`config.mk`:
```
export PLATFORM = sky130hd
export DESIGN_NAME = seg7_to_bcd_capture_flat
export DESIGN_NICKNAME = d
export VERILOG_FILES = /design/src/rtl/seg7_to_bcd_capture_if.sv /design/src/rtl/seg7_to_bcd_capture.sv /design/src/flat_wrapper.sv
export SDC_FILE = /design/constraint.sdc
export NUM_CORES = 1
export LEC_CHECK = 0
export CAP_MARGIN = 20
export CORE_MARGIN = 2
export CORE_UTILIZATION = 40
export CTS_BUF_LIST = sky130_fd_sc_hd__clkbuf_4 sky130_fd_sc_hd__clkbuf_8 sky130_fd_sc_hd__clkbuf_16
export DETAILED_ROUTE_END_ITERATION = 8
export HOLD_SLACK_MARGIN = 0.08
export PLACE_DENSITY = 0.6
export SKIP_LAST_GASP = 1
export SYNTH_ARGS = -nofsm -noshare
export SYNTH_HDL_FRONTEND = slang
export SYNTH_SLANG_ARGS = --single-unit
export TNS_END_PERCENT = 30
```
`constraint.sdc`:
```
create_clock -name clk -period 2.87 [get_ports clk]
set_input_delay 0.861 -clock clk [delete_from_list [all_inputs] [get_ports clk]]
set_output_delay 0.861 -clock clk [all_outputs]
set_load 0.05 [all_outputs]
```
`src/rtl/seg7_to_bcd_capture_if.sv`:
```
// Bundle of the sampled display bus and the decoded per-digit results.
// The master drives the seven-segment pins; the decoder sits on the slave side.
interface seg7_to_bcd_capture_if #(
  parameter int NUM_DIGITS = 4
);
  logic [6:0]              seg_in;
  logic [NUM_DIGITS-1:0]   dig_sel;
  logic [4*NUM_DIGITS-1:0] bcd_out;
  logic [NUM_DIGITS-1:0]   digit_valid;
  logic [NUM_DIGITS-1:0]   err_flag;
  logic                    err_pulse;
  logic                    frame_valid;

  // No handshake: the pins are level-sampled every cycle; err_pulse and
  // frame_valid are single-cycle strobes, the remaining outputs are levels.
  modport master (
    output seg_in, dig_sel,
    input  bcd_out, digit_valid, err_flag, err_pulse, frame_valid
  );

  modport slave (
    input  seg_in, dig_sel,
    output bcd_out, digit_valid, err_flag, err_pulse, frame_valid
  );
endinterface

```
`src/rtl/seg7_to_bcd_capture.sv`:
```
// Samples a multiplexed seven-segment bus, waits for a stable pattern on a
// single selected digit, decodes it to BCD and tracks per-digit and frame status.
module seg7_to_bcd_capture #(
  parameter int NUM_DIGITS    = 4,
  parameter int STABLE_CYCLES = 4
) (
  input logic clk,
  input logic rst,
  seg7_to_bcd_capture_if.slave bus
);
  localparam logic [7:0] STABLE = 8'(STABLE_CYCLES);

  logic [6:0]              samp_seg_q, samp_seg_d;
  logic [NUM_DIGITS-1:0]   samp_sel_q, samp_sel_d;
  logic [7:0]              cnt_q, cnt_d;
  logic                    done_q, done_d;
  logic [NUM_DIGITS-1:0]   seen_q, seen_d;
  logic [4*NUM_DIGITS-1:0] bcd_q, bcd_d;
  logic [NUM_DIGITS-1:0]   dv_q, dv_d;
  logic [NUM_DIGITS-1:0]   err_q, err_d;
  logic                    err_pulse_q, err_pulse_d;
  logic                    frame_q, frame_d;

  logic                    same;
  logic                    one_hot;
  logic                    capture;
  logic [4:0]              dec;
  logic [NUM_DIGITS-1:0]   seen_tmp;

  // Returns {valid, nibble}; an all-dark digit is a legal blank (F).
  function automatic logic [4:0] decode(input logic [6:0] seg);
    case (seg)
      7'h7E:   decode = 5'h10;
      7'h30:   decode = 5'h11;
      7'h6D:   decode = 5'h12;
      7'h79:   decode = 5'h13;
      7'h33:   decode = 5'h14;
      7'h5B:   decode = 5'h15;
      7'h5F:   decode = 5'h16;
      7'h70:   decode = 5'h17;
      7'h7F:   decode = 5'h18;
      7'h7B:   decode = 5'h19;
      7'h00:   decode = 5'h1F;
      default: decode = 5'h00;
    endcase
  endfunction

  always_comb begin
    samp_seg_d  = bus.seg_in;
    samp_sel_d  = bus.dig_sel;
    // A zero count marks the first sample after reset, which opens a window.
    same        = (cnt_q != 8'd0) && (bus.seg_in == samp_seg_q) &&
                  (bus.dig_sel == samp_sel_q);
    one_hot     = (samp_sel_q != '0) && ((samp_sel_q & (samp_sel_q - 1'b1)) == '0);
    capture     = same && (cnt_q >= STABLE - 8'd1) && !done_q && one_hot;
    dec         = decode(samp_seg_q);
    cnt_d       = same ? ((cnt_q < STABLE) ? cnt_q + 8'd1 : cnt_q) : 8'd1;
    done_d      = same ? done_q : 1'b0;
    seen_d      = seen_q;
    seen_tmp    = seen_q | samp_sel_q;
    bcd_d       = bcd_q;
    dv_d        = dv_q;
    err_d       = err_q;
    err_pulse_d = 1'b0;
    frame_d     = 1'b0;

    if (capture) begin
      done_d = 1'b1;
      if (dec[4]) begin
        for (int i = 0; i < NUM_DIGITS; i++) begin
          if (samp_sel_q[i]) bcd_d[4*i +: 4] = dec[3:0];
        end
        dv_d  = dv_q | samp_sel_q;
        err_d = err_q & ~samp_sel_q;
        // The completing capture is not carried into the next frame.
        if (&seen_tmp) begin
          frame_d = 1'b1;
          seen_d  = '0;
        end else begin
          seen_d  = seen_tmp;
        end
      end else begin
        err_d       = err_q | samp_sel_q;
        err_pulse_d = 1'b1;
      end
    end
  end

  always_ff @(posedge clk) begin
    if (rst) begin
      samp_seg_q  <= '0;
      samp_sel_q  <= '0;
      cnt_q       <= '0;
      done_q      <= 1'b0;
      seen_q      <= '0;
      bcd_q       <= '0;
      dv_q        <= '0;
      err_q       <= '0;
      err_pulse_q <= 1'b0;
      frame_q     <= 1'b0;
    end else begin
      samp_seg_q  <= samp_seg_d;
      samp_sel_q  <= samp_sel_d;
      cnt_q       <= cnt_d;
      done_q      <= done_d;
      seen_q      <= seen_d;
      bcd_q       <= bcd_d;
      dv_q        <= dv_d;
      err_q       <= err_d;
      err_pulse_q <= err_pulse_d;
      frame_q     <= frame_d;
    end
  end

  assign bus.bcd_out     = bcd_q;
  assign bus.digit_valid = dv_q;
  assign bus.err_flag    = err_q;
  assign bus.err_pulse   = err_pulse_q;
  assign bus.frame_valid = frame_q;
endmodule

```
`src/flat_wrapper.sv`:
```
// flat-port wrapper written by rule: the top's interface ports become plain ports
module seg7_to_bcd_capture_flat 
#(
  parameter int NUM_DIGITS    = 4,
  parameter int STABLE_CYCLES = 4
)
  (clk, rst, bus_seg_in, bus_dig_sel, bus_bcd_out, bus_digit_valid, bus_err_flag, bus_err_pulse, bus_frame_valid);
  seg7_to_bcd_capture_if #(.NUM_DIGITS(NUM_DIGITS)) bus_i ();
  input logic clk;
  input logic rst;
  input wire logic [$bits(bus_i.seg_in)-1:0] bus_seg_in;
  input wire logic [$bits(bus_i.dig_sel)-1:0] bus_dig_sel;
  output wire logic [$bits(bus_i.bcd_out)-1:0] bus_bcd_out;
  output wire logic [$bits(bus_i.digit_valid)-1:0] bus_digit_valid;
  output wire logic [$bits(bus_i.err_flag)-1:0] bus_err_flag;
  output wire logic [$bits(bus_i.err_pulse)-1:0] bus_err_pulse;
  output wire logic [$bits(bus_i.frame_valid)-1:0] bus_frame_valid;
  assign bus_i.seg_in = bus_seg_in;
  assign bus_i.dig_sel = bus_dig_sel;
  assign bus_bcd_out = bus_i.bcd_out;
  assign bus_digit_valid = bus_i.digit_valid;
  assign bus_err_flag = bus_i.err_flag;
  assign bus_err_pulse = bus_i.err_pulse;
  assign bus_frame_valid = bus_i.frame_valid;
  seg7_to_bcd_capture #(.NUM_DIGITS(NUM_DIGITS), .STABLE_CYCLES(STABLE_CYCLES)) u_core (.clk(clk), .rst(rst), .bus(bus_i));
endmodule
```
[Word-level counts from Yosys, hierarchy flattened]
Index checks and enable logic that the tools add are counted.
Storage, ports and cells
  latch bits: 0
  ROM bits: 0
  input port bits: 13
  output and inout port bits: 26
  memories kept: 0
  register bits: 50
  word-level logic and storage cells: 70
  RAM bits: 0
Operators by class
  magnitude comparators: 2
  add/subtract/negate cells: 2
  multipliers: 0
  equality and inequality tests: 14
  bitwise gates (word level): 9
  muxes and demuxes: 9
  shift-type cells: 0
  divide/modulo/power cells: 0
  reduce and logical (&&, ||, !) cells: 20
Operators by type and width (count)
  7-bit equality test (second input constant): 8
  5-bit one-hot mux with 11 select lines: 1
  7-bit by 6-bit equality test with 1-bit output (second input constant): 2
  4-bit bitwise OR: 3
  3-bit AND reduction: 4
  8-bit by 1-bit adder with 8-bit output (second input constant): 1
  4-bit bitwise AND: 2
  8-bit by 2-bit >= comparator with 1-bit output (second input constant): 1
  8-bit by 3-bit < comparator with 1-bit output (second input constant): 1
  4-bit two-way mux: 2
  8-bit nonzero test: 1
  7-bit equality test: 1
  7-bit zero test: 1
  1-bit logical AND: 6
  1-bit two-way mux: 6
  4-bit equality test: 1
  4-bit zero test: 1
  2-bit inequality test (second input constant): 2
  4-bit NOT: 1
  4-bit AND reduction: 1
  4-bit nonzero test: 1
  2-bit OR reduction: 2
  4-bit by 1-bit subtractor with 4-bit output (second input constant): 1
  1-bit NOT: 3
  other kinds (3): 3

[Longest topological paths before layout]
Gate-level depths: netlist of the first run.
  depth after elaboration: 8
  mapped depth: 8

[Worst setup path before layout of the first run]
Ideal clock, no wire load.
  kind: input-to-reg
  start: input bus_dig_sel[1]
  end: register with a tool-made name
  setup slack: 0.590 ns
  path buffers: 1
  arrival: 2.163 ns
  cell stages on the path: 7
  path through: xor2_1 nor4_1 nand2_1 nor3_4 buf_6 a21oi_1 a31o_2
RTL lines
  from (decl): line flat_wrapper.sv:12  | input wire logic [$bits(bus_i.dig_sel)-1:0] bus_dig_sel;

[Worst setup path after layout of the first run]
  start: input bus_seg_in[6]
  end: register u_core.seen_q[0]
Between the ends
  cells in the longest elaborated chain, start to end: 7
RTL lines
  from (decl): line flat_wrapper.sv:11  | input wire logic [$bits(bus_i.seg_in)-1:0] bus_seg_in;
  7-bit equality test: line seg7_to_bcd_capture.sv:52  | same = (cnt_q != 8'd0) && (bus.seg_in == samp_seg_q) &&
  1-bit logical AND (2 in a row): line seg7_to_bcd_capture.sv:52
  1-bit logical AND (3 in a row): line seg7_to_bcd_capture.sv:55  | capture = same && (cnt_q >= STABLE - 8'd1) && !done_q && one_hot;
  2-bit AND reduction (no line)
  to (signal assigned): line seg7_to_bcd_capture.sv:106  | seen_q <= seen_d;
  to (decl): line seg7_to_bcd_capture.sv:17  | logic [NUM_DIGITS-1:0] seen_q, seen_d;
Every way passes these cells.
A chain may end at the register's enable or synchronous reset.

==> flow_summary.ini, run 1 <==
[worst_setup_path]
crit_arrival_ns = 2.78
r2r_start = u_core.cnt_q[7]
crit_path_end_kind = flip-flop
r2r_end = u_core.seen_q[0]
r2r_slack_ns = 0.51
crit_type = in2reg
required_ns = 3.09
crit_fanout = 14
startpoint = bus_seg_in[6]
reg2regPathDepth = 7
start_kind = primary input

[power_and_ir_drop]
power.density_nw_per_um2 = 474
p_total_w = 0.00132
vdd_drop_max_mv = 0.240
p_leak_nw = 1.08

[routing]
final_antenna_net_count = 0
m1WireLength_um = 2240
wl_met3_um = 165
vias = 1607
drc_errors = 0
routed-wl-met2_um = 1980
drt_iter0_markers = 56
routed_wl_um = 4450
top_layer_used = met4
drt_pass1_iterations = 4
wl_per_cell_um = 13.2
vias_per_cell = 4.78

[timing]
slew_headroom_pct = 66.3
period_minus_slack_ns = 2.56
slew_viol_final = 0
timing.setup.tns_ns = 0
worstMarginPinSlew_ns = 0.504
final-setup-viol-count = 0
timing.hold.ws_ns = 0.448
rsz0062_at_grt = false
finalCritPeriodShare_pct = 89.1
fmax_ghz = 0.391
fin_skew_ns = 0.00369
hold_viol = 0

[die]
fp.dieH_um = 78.6
start_util_pct = 40.9
die_w_um = 78.6
core_area_um2 = 5440
rows = 27
die_area_um2 = 6170
pin_count = 39

[hold_path]
hp-class = reg2reg
hold_depth = 2
worstHoldStart = u_core.bus.bcd_out[15]
hold_end = u_core.bus.bcd_out[15]

[clocking]
postCtsResizedCells = 0
numCtsBuffers = 5
cts_hold_buf = 0
worstSkewPairLatency_ns = 0.30
root_buffer = clkbuf_8
postCtsSetupRepairBufs = 0
numClockSinks = 50
cts_max_level = 2
cts_tree = done
clk_pin_slew_ns = 0.08
clock_path_buffers = 2

[layout]
final_common_cell = dfxtp_1
syn_to_final_growth_pct = 25.0
final_nets = 278
fin_cells = 336
nFillCells = 523
layout_common_cells = 50 x dfxtp_1, 38 x clkdlybuf4s50_1, 16 x inv_1
fin_area_um2 = 2780
drive_above_1_share_pct = 10.2
antenna_cells = 0

[global_routing]
overflow = 0
grt_usage_pct = 15.8
grt_pass1_vias = 1657
grt_start_max_net_pins = 37
grt_pass1_wl_um = 7700
antenna_found_initial = 0

[placed_design]
postPlaceCellArea_um2 = 2670
port_buffers = 38
dpl.cell_count = 328
routabilityCongestion = 0.822
place_hpwl_um = 3190

[yosys]
ys_ff_latch = 50
synth_warnings = 0
synth-seq-area-share_pct = 45.0
ys.flop_type = dfxtp_1
synth_cell_types = 51
netlist_instances = 230
syn_area_per_cell_um2 = 9.67
ys_async_sr_fraction_pct = 0
netlist_area_um2 = 2220
synth_edf_count = 0
syn_nets = 245

[flow_run]
drv_cap = 0

[outcome]
status = finished, final reports clean
[cells in the mapped netlist, drive strengths merged (2+ instances only)]
master / instances / share of area, %
and4b: 2 / 0.90
o22ai: 2 / 0.56
xnor2: 3 / 1.2
clkbuf: 13 / 2.2
and2: 6 / 1.7
inv: 16 / 2.7
a21o: 4 / 1.4
a41o: 3 / 1.4
o21a: 2 / 0.68
dfxtp: 50 / 45
nor3: 6 / 2.1
nor4: 4 / 1.1
nand2b: 14 / 3.9
nand2: 5 / 0.84
o211ai: 2 / 0.68
nor2: 7 / 1.2
xor2: 11 / 4.3
a211oi: 2 / 0.90
buf: 7 / 2.4
a31oi: 6 / 1.7
a31o: 3 / 1.2
a21boi: 3 / 1.0
nor4b: 3 / 1.2
mux2i: 12 / 5.4
ha: 2 / 1.1
a21oi: 10 / 2.3
nand3: 4 / 1.9
nor2b: 13 / 3.7
[final cells by class]
type / count / area (um2) / share of cell area [%]
repair buffers: 46 / 453 / 16.3
inverters: 16 / 60.1 / 2.16
multi-input cells: 144 / 1060 / 38.2
well taps: 72 / 90.1 / 3.24
flip-flops and latches: 50 / 1000 / 36.0
clock buffers: 7 / 83.8 / 3.02
clock inverters: 1 / 30.0 / 1.08
[flip-flops by register name, indices dropped and copies added (netlist names), named ones only]
name,flops
u_core.bus.frame_valid,1
u_core.bus.digit_valid,4
u_core.bus.err_pulse,1
u_core.done_q,1
u_core.cnt_q,8
u_core.bus.bcd_out,16
u_core.samp_seg_q,7
u_core.samp_sel_q,4
u_core.seen_q,4
[kinds of logic (layout without fill, tap and decap cells)]
| group | after synthesis | after routing | share of synthesized area, % |
|---|---|---|---|
| compound gates | 44 | 44 | 14.4 |
| flops | 50 | 50 | 45.0 |
| fa+ha+maj | 2 | 2 | 1.13 |
| xor+xnor | 14 | 14 | 5.52 |
| mux | 13 | 13 | 5.91 |
| buf+inv | 36 | 70 | 7.26 |
| simple gates | 71 | 71 | 20.8 |
[critical path, stage by stage]
cell	delay (ns)
clkdlybuf4s50_1	0.44
xor2_1	0.15
nor4_1	0.34
nand2_1	0.16
nor3_4	0.23
buf_12	0.17
nand3_2	0.17
a21boi_0	0.24
[power breakdown]
| group | switching (W) | internal (W) | total, W |
|---|---|---|---|
| logic | 0.0000447 | 0.0000489 | 0.0000935 |
| clock network | 0.000221 | 0.000280 | 0.000501 |
| registers | 0.0000199 | 0.000702 | 0.000722 |
| total | 0.000285 | 0.00103 | 0.00132 |
[layer usage]
metal	up-vias	track usage [%]
met5	-	0
met3	6	3.79
li1	857	-
met2	29	24.5
met4	0	5.44
met1	715	21.6
[how the worst max path moves through the flow]
| stage | endpoint | cells after the start |
|---|---|---|
| after global placement | u_core.bus.bcd_out[14] | 8 |
| after floorplan | flip-flop | 7 |
| after global routing | u_core.seen_q[3] | 8 |
| after CTS | u_core.seen_q[0] | 8 |
| final | u_core.seen_q[0] | 8 |
| after detailed placement | flip-flop | 8 |
[per-stage QoR]
stage | worst slack, ns | utilization (%)
2_1_floorplan | 0.590 | -
3_3_place_gp | 0.0140 | 49.0
3_5_place_dp | -0.00213 | 49.0
4_1_cts | 0.308 | 51.1
5_1_grt | 0.174 | 51.1
6_report | 0.312 | 51.1
(Power assumes the default switching activity.)
==> inputs of run 2 (changes only) <==
--- a/config.mk
+++ b/config.mk
@@ -6,12 +6,15 @@
 export NUM_CORES = 1
 export LEC_CHECK = 0
 export CAP_MARGIN = 20
+export CELL_PAD_IN_SITES_DETAIL_PLACEMENT = 1
+export CELL_PAD_IN_SITES_GLOBAL_PLACEMENT = 2
 export CORE_MARGIN = 2
-export CORE_UTILIZATION = 40
+export CORE_UTILIZATION = 32
 export CTS_BUF_LIST = sky130_fd_sc_hd__clkbuf_4 sky130_fd_sc_hd__clkbuf_8 sky130_fd_sc_hd__clkbuf_16
 export DETAILED_ROUTE_END_ITERATION = 8
 export HOLD_SLACK_MARGIN = 0.08
-export PLACE_DENSITY = 0.6
+export PLACE_DENSITY = 0.75
+export RECOVER_POWER = 100
 export SKIP_LAST_GASP = 1
 export SYNTH_ARGS = -nofsm -noshare
 export SYNTH_HDL_FRONTEND = slang
==> run 2 against run 1 <==
Worst setup slack got worse by 0.0077 ns. Sequential cell count unchanged. Wire length increased by 17%. Critical endpoint is now u_core.seen_q[3].
==> flow_summary.ini, run 2 (synthesis gave the netlist of run 1 again) <==
[outcome]
status = finished, final reports clean

[hold_path]
hold_end = u_core.bus.digit_valid[2]
worstHoldStart = u_core.bus.digit_valid[2]
hold_depth = 2
hp-class = reg2reg

[timing]
setup_slack_ns = 0.304
finalCritPeriodShare_pct = 89.4
rsz0062_at_grt = false
worstMarginPinSlew_ns = 0.906
period_minus_slack_ns = 2.57
fmax_ghz = 0.390
hold_viol = 0
slew_headroom_pct = 39.6
fin_skew_ns = 0.00670
final-setup-viol-count = 0
slew_viol_final = 0

[die]
rows = 30
pin_count = 39
die_area_um2 = 7630
die_w_um = 87.4
core_area_um2 = 6760
start_util_pct = 32.9
fp.dieH_um = 87.4

[routing]
drt_pass1_iterations = 4
vias = 1711
drc_errors = 0
routed_wl_um = 5180
drt_iter0_markers = 56
wl_per_cell_um = 15.0
vias_per_cell = 4.96
final_antenna_net_count = 0

[global_routing]
grt_pass1_vias = 1760
antenna_found_initial = 0
grt_usage_pct = 14.7
grt_pass1_wl_um = 8840
grt_start_max_net_pins = 48
overflow = 0

[power_and_ir_drop]
clockPowerShare_pct = 33.7
netSwitchingPower_w = 0.000302
internal_power_w = 0.000934
seqPwrFrac_pct = 58.2
p_sw_share_pct = 24.4
p_total_w = 0.00124
vdd_drop_max_mv = 0.149
p_leak_nw = 1.16
power.density_nw_per_um2 = 449
power_frac_comb_pct = 8.1

[clocking]
numClockSinks = 50
numCtsBuffers = 5
root_buffer = clkbuf_8
postCtsResizedCells = 0
cts_hold_buf = 0
worstSkewPairLatency_ns = 0.30
cts_max_level = 2
clk_pin_slew_ns = 0.09
clock_path_buffers = 2
cts_tree = done
postCtsSetupRepairBufs = 0

[worst_setup_path]
r2r_end = u_core.seen_q[3]
r2r_slack_ns = 0.48
crit_fanout = 6
crit_path_end_kind = flip-flop
r2r_start = u_core.samp_seg_q[5]
crit_arrival_ns = 2.79
reg2regPathDepth = 7
crit_type = in2reg
start_kind = primary input
startpoint = bus_seg_in[6]
required_ns = 3.10

[flow_run]
drv_cap = 0

[layout]
antenna_cells = 0
syn_to_final_growth_pct = 23.6
largest_reg_flops = 16
regArea_um2 = 1000
nFillCells = 790
drive_above_1_share_pct = 9.81
multi_input_area_um2 = 1060
layout_common_cells = 50 x dfxtp_1, 27 x dlygate4sd3_1, 16 x inv_1
final_nets = 279
final_common_cell = dfxtp_1

[placed_design]
place_hpwl_um = 3660
routabilityCongestion = 0.799
port_buffers = 38
place_ws_ns = -0.0340
run 2: per-layer routing:
layer | GRT usage, % | vias up | wire, um
li1 | - | 854 | -
met1 | 20.6 | 829 | 2590
met2 | 22.7 | 23 | 2380
met3 | 2.94 | 5 | 163
met4 | 4.62 | 0 | 54
met5 | 0 | - | 0
run 2: critical path: stages:
cell	delay [ns]
clkdlybuf4s50_1	0.43
xor2_1	0.15
nor4_1	0.35
nand2_1	0.17
nor3_4	0.22
buf_4	0.18
nand3_2	0.18
a21boi_0	0.24
run 2: power by group through the flow:
stage | registers (W) | clock network [W] | logic, W
2_1_floorplan | 0.000720 | 0 | 0.0000783
5_1_grt | 0.000723 | 0.000461 | 0.000112
6_report | 0.000719 | 0.000416 | 0.000100
3_5_place_dp | 0.000736 | 0 | 0.000104
3_3_place_gp | 0.000736 | 0 | 0.000104
4_1_cts | 0.000720 | 0.000433 | 0.000105
run 2: layout make-up:
class / instances / area share [%]
clock buffers: 6 / 2.78
clock inverters: 2 / 0.501
inverters: 16 / 2.18
multi-input cells: 144 / 38.4
flip-flops and latches: 50 / 36.4
well taps: 80 / 3.64
repair buffers: 47 / 16.1
run 2: worst max-delay path by stage:
stage / to / slack (ns) / cells after the start
after floorplan: flip-flop / 0.59 / 7
after global placement: u_core.bus.bcd_out[5] / -0.04 / 7
after detailed placement: u_core.seen_q[3] / -0.03 / 8
after CTS: u_core.seen_q[3] / 0.30 / 8
after global routing: u_core.seen_q[3] / 0.16 / 8
final: u_core.seen_q[3] / 0.30 / 8
run 2: stage by stage:
stage	std cells	utilization, %	cell area, um2	hold slack [ns]	TNS [ns]
3_3_place_gp	337	39.7	2680	0.434	-0.272
4_1_cts	345	41.0	2770	0.454	0
3_5_place_dp	337	39.7	2680	0.439	-0.0409
6_report	345	40.7	2750	0.447	0
5_1_grt	345	40.7	2750	0.481	0
2_1_floorplan	230	-	2220	0.420	0
